**src/rtl/hazard_stall_ctrl.sv**
```systemverilog
// -----------------------------------------------------------------------------
// hazard_stall_ctrl
//
// Central hazard and pipeline-sequencing controller for the 5-stage CPU.
// Detects load-use hazards in ID, taken branches resolved in MEM and data-memory
// wait states, and drives the pipeline register enables, flushes and the ID/EX
// bubble-select. A two-state FSM (RUN / MEM_WAIT) tracks outstanding data-memory
// accesses with a wait timeout. Saturating counters record stall and flush cycles.
//
// Ports:
//   clk, rst            clock (rising edge), synchronous active-high reset
//   id_rs1/id_rs2       source register indices of the instruction in ID
//   id_use_rs1/rs2      ID instruction actually reads rs1 / rs2
//   ex_memread, ex_rd   instruction in EX is a load, and its destination
//   mem_branch_taken    branch in MEM resolved taken
//   mem_req, mem_ack    MEM-stage data access request / completion
//   pc_write            PC load enable
//   if_id_write/flush   IF/ID write enable / clear to NOP
//   ctrl_select         1 = decoded controls into ID/EX, 0 = bubble
//   id_ex_write         ID/EX write enable
//   ex_mem_write/flush  EX/MEM write enable / clear controls
//   mem_wb_bubble       write MEM/WB with zero controls
//   mem_err             sticky memory wait timeout flag
//   stall_cnt           saturating count of stall/freeze cycles
//   flush_cnt           saturating count of branch-flush cycles
//   dbg_state           current FSM state (0 = RUN, 1 = MEM_WAIT)
//
// Handshake: the data memory is a req/ack pair. An access is in flight from the
// first cycle mem_req is seen in RUN until the cycle mem_ack is high (that cycle
// completes it and is not frozen) or the wait budget runs out. While in
// MEM_WAIT, mem_req is not re-sampled: the MEM stage is frozen and holds it.
// -----------------------------------------------------------------------------
module hazard_stall_ctrl #(
  parameter int WAIT_MAX = 16,
  parameter int CNT_W    = 32
) (
  input  logic             clk,
  input  logic             rst,
  input  logic [4:0]       id_rs1,
  input  logic [4:0]       id_rs2,
  input  logic             id_use_rs1,
  input  logic             id_use_rs2,
  input  logic             ex_memread,
  input  logic [4:0]       ex_rd,
  input  logic             mem_branch_taken,
  input  logic             mem_req,
  input  logic             mem_ack,
  output logic             pc_write,
  output logic             if_id_write,
  output logic             if_id_flush,
  output logic             ctrl_select,
  output logic             id_ex_write,
  output logic             ex_mem_write,
  output logic             ex_mem_flush,
  output logic             mem_wb_bubble,
  output logic             mem_err,
  output logic [CNT_W-1:0] stall_cnt,
  output logic [CNT_W-1:0] flush_cnt,
  output logic             dbg_state
);

  typedef enum logic {
    RUN      = 1'b0,
    MEM_WAIT = 1'b1
  } state_e;

  localparam logic [7:0]       WAIT_LAST = 8'(WAIT_MAX - 1);
  localparam logic [CNT_W-1:0] CNT_MAX   = {CNT_W{1'b1}};

  state_e           state_q, state_d;
  logic [7:0]       wait_cnt_q, wait_cnt_d;
  logic             mem_err_q, mem_err_d;
  logic [CNT_W-1:0] stall_cnt_q, stall_cnt_d;
  logic [CNT_W-1:0] flush_cnt_q, flush_cnt_d;

  logic lu;
  logic fz;
  logic timeout;
  logic in_wait;

  // Hazard classification
  always_comb begin
    in_wait = (state_q == MEM_WAIT);
    lu      = ex_memread && (ex_rd != 5'd0) &&
              ((id_use_rs1 && (id_rs1 == ex_rd)) ||
               (id_use_rs2 && (id_rs2 == ex_rd)));
    fz      = (!in_wait && mem_req && !mem_ack) ||
              (in_wait && !mem_ack && (wait_cnt_q < WAIT_LAST));
    // ">=" rather than "==" so a budget of one cycle still times out.
    timeout = in_wait && !mem_ack && !(wait_cnt_q < WAIT_LAST);
  end

  // Pipeline control outputs, highest priority first
  always_comb begin
    pc_write      = 1'b1;
    if_id_write   = 1'b1;
    if_id_flush   = 1'b0;
    ctrl_select   = 1'b1;
    id_ex_write   = 1'b1;
    ex_mem_write  = 1'b1;
    ex_mem_flush  = 1'b0;
    mem_wb_bubble = 1'b0;

    if (fz) begin
      // Whole pipeline holds; MEM/WB receives a bubble so WB does not repeat.
      pc_write      = 1'b0;
      if_id_write   = 1'b0;
      id_ex_write   = 1'b0;
      ex_mem_write  = 1'b0;
      mem_wb_bubble = 1'b1;
    end else if (mem_branch_taken) begin
      if_id_flush  = 1'b1;
      ctrl_select  = 1'b0;
      ex_mem_flush = 1'b1;
    end else if (lu) begin
      pc_write    = 1'b0;
      if_id_write = 1'b0;
      ctrl_select = 1'b0;
    end

    // A timed-out access is dropped: pipeline advances but MEM/WB gets nothing.
    if (timeout) begin
      mem_wb_bubble = 1'b1;
    end

    if (rst) begin
      pc_write      = 1'b0;
      if_id_write   = 1'b0;
      if_id_flush   = 1'b1;
      ctrl_select   = 1'b0;
      id_ex_write   = 1'b1;
      ex_mem_write  = 1'b1;
      ex_mem_flush  = 1'b1;
      mem_wb_bubble = 1'b1;
    end
  end

  // FSM next state and counters
  always_comb begin
    state_d     = state_q;
    wait_cnt_d  = wait_cnt_q;
    mem_err_d   = mem_err_q;
    stall_cnt_d = stall_cnt_q;
    flush_cnt_d = flush_cnt_q;

    case (state_q)
      RUN: begin
        if (mem_req && !mem_ack) begin
          state_d    = MEM_WAIT;
          wait_cnt_d = 8'd1;
        end
      end
      MEM_WAIT: begin
        if (mem_ack || timeout) begin
          state_d    = RUN;
          wait_cnt_d = 8'd0;
        end else begin
          wait_cnt_d = wait_cnt_q + 8'd1;
        end
      end
      default: begin
        state_d    = RUN;
        wait_cnt_d = 8'd0;
      end
    endcase

    if (timeout) begin
      mem_err_d = 1'b1;
    end

    if ((fz || (lu && !mem_branch_taken)) && (stall_cnt_q != CNT_MAX)) begin
      stall_cnt_d = stall_cnt_q + 1'b1;
    end
    if (!fz && mem_branch_taken && (flush_cnt_q != CNT_MAX)) begin
      flush_cnt_d = flush_cnt_q + 1'b1;
    end
  end

  always_ff @(posedge clk) begin
    if (rst) begin
      state_q     <= RUN;
      wait_cnt_q  <= 8'd0;
      mem_err_q   <= 1'b0;
      stall_cnt_q <= '0;
      flush_cnt_q <= '0;
    end else begin
      state_q     <= state_d;
      wait_cnt_q  <= wait_cnt_d;
      mem_err_q   <= mem_err_d;
      stall_cnt_q <= stall_cnt_d;
      flush_cnt_q <= flush_cnt_d;
    end
  end

  assign mem_err   = mem_err_q;
  assign stall_cnt = stall_cnt_q;
  assign flush_cnt = flush_cnt_q;
  assign dbg_state = state_q;

endmodule

```
**config.mk**
```make
export PLATFORM = sky130hd
export DESIGN_NAME = hazard_stall_ctrl
export DESIGN_NICKNAME = d
export VERILOG_FILES = /design/src/rtl/hazard_stall_ctrl.sv
export SDC_FILE = /design/constraint.sdc
export NUM_CORES = 1
export LEC_CHECK = 0
export CAP_MARGIN = 20
export CORE_MARGIN = 2
export CORE_UTILIZATION = 50
export CTS_CLUSTER_DIAMETER = 60
export DETAILED_ROUTE_END_ITERATION = 12
export PLACE_DENSITY = 0.81
export SLEW_MARGIN = 20
export SYNTH_ARGS = -nofsm -noshare
export SYNTH_HDL_FRONTEND = slang
export SYNTH_SLANG_ARGS = --single-unit
```
**constraint.sdc**
```tcl
create_clock -name clk -period 3.7 [get_ports clk]
set_input_delay 0.74 -clock clk [delete_from_list [all_inputs] [get_ports clk]]
set_output_delay 0.74 -clock clk [all_outputs]
set_load 0.05 [all_outputs]
```
==> results_dict.tcl <==
set metrics [dict create \
    crit_slowest_cell "or4_1" \
    drive_above_1_share_pct 9.626 \
    fin_tns_setup_ns 0 \
    syn_inst 475 \
    yosys.area_share.adder_pct 0.9372 \
    dp_slack_ns 0.2936 \
    synth_top_family_by_area "simple AND/OR/NAND/NOR gates" \
    fp.dieW_um 93.50 \
    rows 32 \
    route.detailed.drc 0 \
    slew_violations 0 \
    synth-edff-count 0 \
    crit_type "in2out" \
    synth-seq-area-share_pct 36.99 \
    detail-route-antenna-nets 0 \
    reg2reg_slack_ns 1.05 \
    fillCellCount 655 \
    max-cap-violations 0 \
    fin_skew_ns 0.006347 \
    reg2regPathDepth 7 \
    synth_async_sr_flop_share_pct 0 \
    endpoint "pc_write" \
    clockBufferDepth 2 \
    rsz0062_at_grt "no" \
    hold_violations 0 \
    cts_tree "done" \
    clk_pin_slew_ns 0.07 \
    grt_overflow 0 \
    crit_path_start "ex_rd[1]" \
    cp-end-kind "output port" \
    antenna_found_initial 0 \
    syn2layout_area_growth_pct 30.30 \
    crit_path_cell_trace "clkdlybuf4s50_1 > or4_1 > o21ai_1 > nor2_1 > a21oi_4 > nor2b_2 > buf_12" \
    syn-cell-area_sq_mm 0.004005 \
    syn-num-nets 501 \
    synth_top_flop_cell "dfxtp_1" \
    min_path_type "reg2reg" \
    finalCritPeriodShare_pct 92.25 \
    gp_congestion 0.8486 \
    synth_mux_area_share_pct 6.123 \
    yosysWarnings 0 \
    yosysTopAreaCellShare_pct 36.99 \
    post_cts.repair.setup_buffers 0 \
    cp.arrival_ns 2.67 \
    wl_per_cell_um 14.66 \
    period_needed_ns 3.413 \
    synth-compound-area-share_pct 8.779 \
    leakage_nw 1.816 \
    clock.fmax_ghz 0.2930 \
    grt_start_max_net_pins 84 \
    clock-sinks 74 \
    required_ns 2.96 \
    port_buffers 96 \
    power.total_mw 1.607 \
    grt_pass1_wl_um 16350 \
    status "finished clean" \
    hold_buffers 0 \
    yosysMostFrequentCell "dfxtp_1" \
    ys_ff_latch 74 \
    grt_pass1_vias 3456 \
    tightestPinTransition_ns 0.9270 \
    root_buffer "clkbuf_8" \
    hpwl_um 6932 \
    cts_repair_resize_count 0 \
    drt_iter0_drc 128 \
    cts-buffers-inserted 9 \
    clock_latency_ns 0.34 \
    diodes 0 \
    vias 3788 \
    htree_levels 3 \
    finalNonFillerCells 663 \
    synthTopCellsByArea "dfxtp_1, nor2_1, mux2_2" \
    place_inst 649 \
    synth_xor_xnor_area_share_pct 8.091 \
    worst_slack_ns 0.2867 \
    finalSetupViolCount 0 \
    grt.total_usage_pct 23.12 \
    reg2reg_to "stall_cnt[11]" \
    irDropWorstVdd_mv 0.2497 \
    relSlewSlack_pct 38.10 \
    nets 584 \
    num_io_pins 97 \
    synth_top_area_cell "dfxtp_1" \
    vias_per_cell 5.713 \
    synth_simple_gate_area_share_pct 34.99 \
    cellPowerDensity_mw_per_mm2 307.9 \
    crit_path_start_kind "input pin" \
    die-area_sq_mm 0.008742 \
    die_h_um 93.50 \
    cpPeakStageDelay_ns 0.53 \
    reg2reg_from "stall_cnt[9]" \
    syn_area_per_cell_sq_um 8.432 \
    synth_cell_type_count 47 \
    drt-total-wl_um 9719 \
    cp_max_fo 3 \
    coreArea_sq_mm 0.007727 \
    start_util_pct 51.83 \
    ys_top_cells_by_count "dfxtp_1, nor2_1, nand3_1, nand4_1, nor2b_1" \
    dr.pass1.iters 4 \
]
-- worst min-delay path by stage --
stage / start / end / cells after the start
after global routing: stall_cnt[23] / stall_cnt[23] / 2
after floorplan: wait_cnt_q[7] / wait_cnt_q[7] / 2
after CTS: mem_err / mem_err / 2
final: mem_err / mem_err / 2
after detailed placement: mem_err / mem_err / 2
after global placement: mem_err / mem_err / 2
-- stage by stage --
| stage | cell area, sq um | hold WS [ns] | util [%] |
|---|---|---|---|
| floorplan | 4008 | 0.4969 | - |
| global placement | 5027 | 0.4747 | 65.06 |
| detailed placement | 5027 | 0.4691 | 65.06 |
| CTS | 5219 | 0.4910 | 67.54 |
| global route | 5219 | 0.5471 | 67.54 |
| finish | 5219 | 0.4823 | 67.54 |
-- registers in the layout, indices dropped and copies added, names as in the netlist --
signal	count
dbg_state	1
flush_cnt	32
mem_err	1
stall_cnt	32
wait_cnt_q	8
-- routing by layer --
layer / GRT usage (%) / up-vias / routed length [um]
met4: 8.701 / 0 / 206
met1: 28.98 / 1786 / 4195
met2: 38.37 / 107 / 4838
li1: - / 1880 / -
met5: 0 / - / 0
met3: 5.641 / 15 / 478
-- kinds of logic (layout without fill, tap and decap cells) --
group,Yosys count,in the layout
and+or+nand+nor,254,254
muxes,22,22
AOI/OAI and AO/OA,54,54
buffers and inverters,31,117
adders and majority gates,3,3
DFF,74,74
xor gates and xnor gates,37,37
-- critical path: cells and delay by family --
family | cells | cell delay, ns
buf+inv | 2 | 0.65
simple gates | 3 | 0.95
compound gates | 2 | 0.32
-- layout by cell type, fill, tap and decap left out, types with 3 or more instances in the layout --
master / Yosys / routed
a21oi_1: 20 / 20
and2_1: 3 / 3
and3_1: 17 / 17
and4_1: 10 / 10
buf_12: 0 / 6
clkbuf_8: 0 / 11
clkdlybuf4s50_1: 0 / 90
dfxtp_1: 74 / 74
ha_1: 3 / 3
inv_1: 4 / 4
mux2_2: 20 / 20
nand2_1: 21 / 21
nand2b_1: 3 / 3
nand3_1: 31 / 31
nand4_1: 29 / 29
nor2_1: 62 / 62
nor2b_1: 25 / 24
nor3_1: 14 / 14
nor3b_1: 5 / 5
nor4_1: 8 / 8
o21ai_0: 11 / 11
o31ai_1: 10 / 10
or3_1: 9 / 9
or4_1: 11 / 11
xnor2_1: 16 / 16
xor2_1: 21 / 21
-- layout make-up --
class	count	area (sq um)	share of cell area, %
tap	102	127.6	2.445
clock buffer	11	151.4	2.901
inverter	4	15.01	0.2877
multi-input combinational	370	2362	45.26
clock inverter	3	40.04	0.7672
sequential	74	1481	28.39
timing repair buffer	99	1041	19.95
-- report_power, final --
group | switching (mW) | total [mW] | internal, mW
Sequential | 0.00929 | 0.811 | 0.802
Clock | 0.283 | 0.622 | 0.339
Combinational | 0.102 | 0.174 | 0.0723
Note: power is estimated with default switching activity, not from simulation.
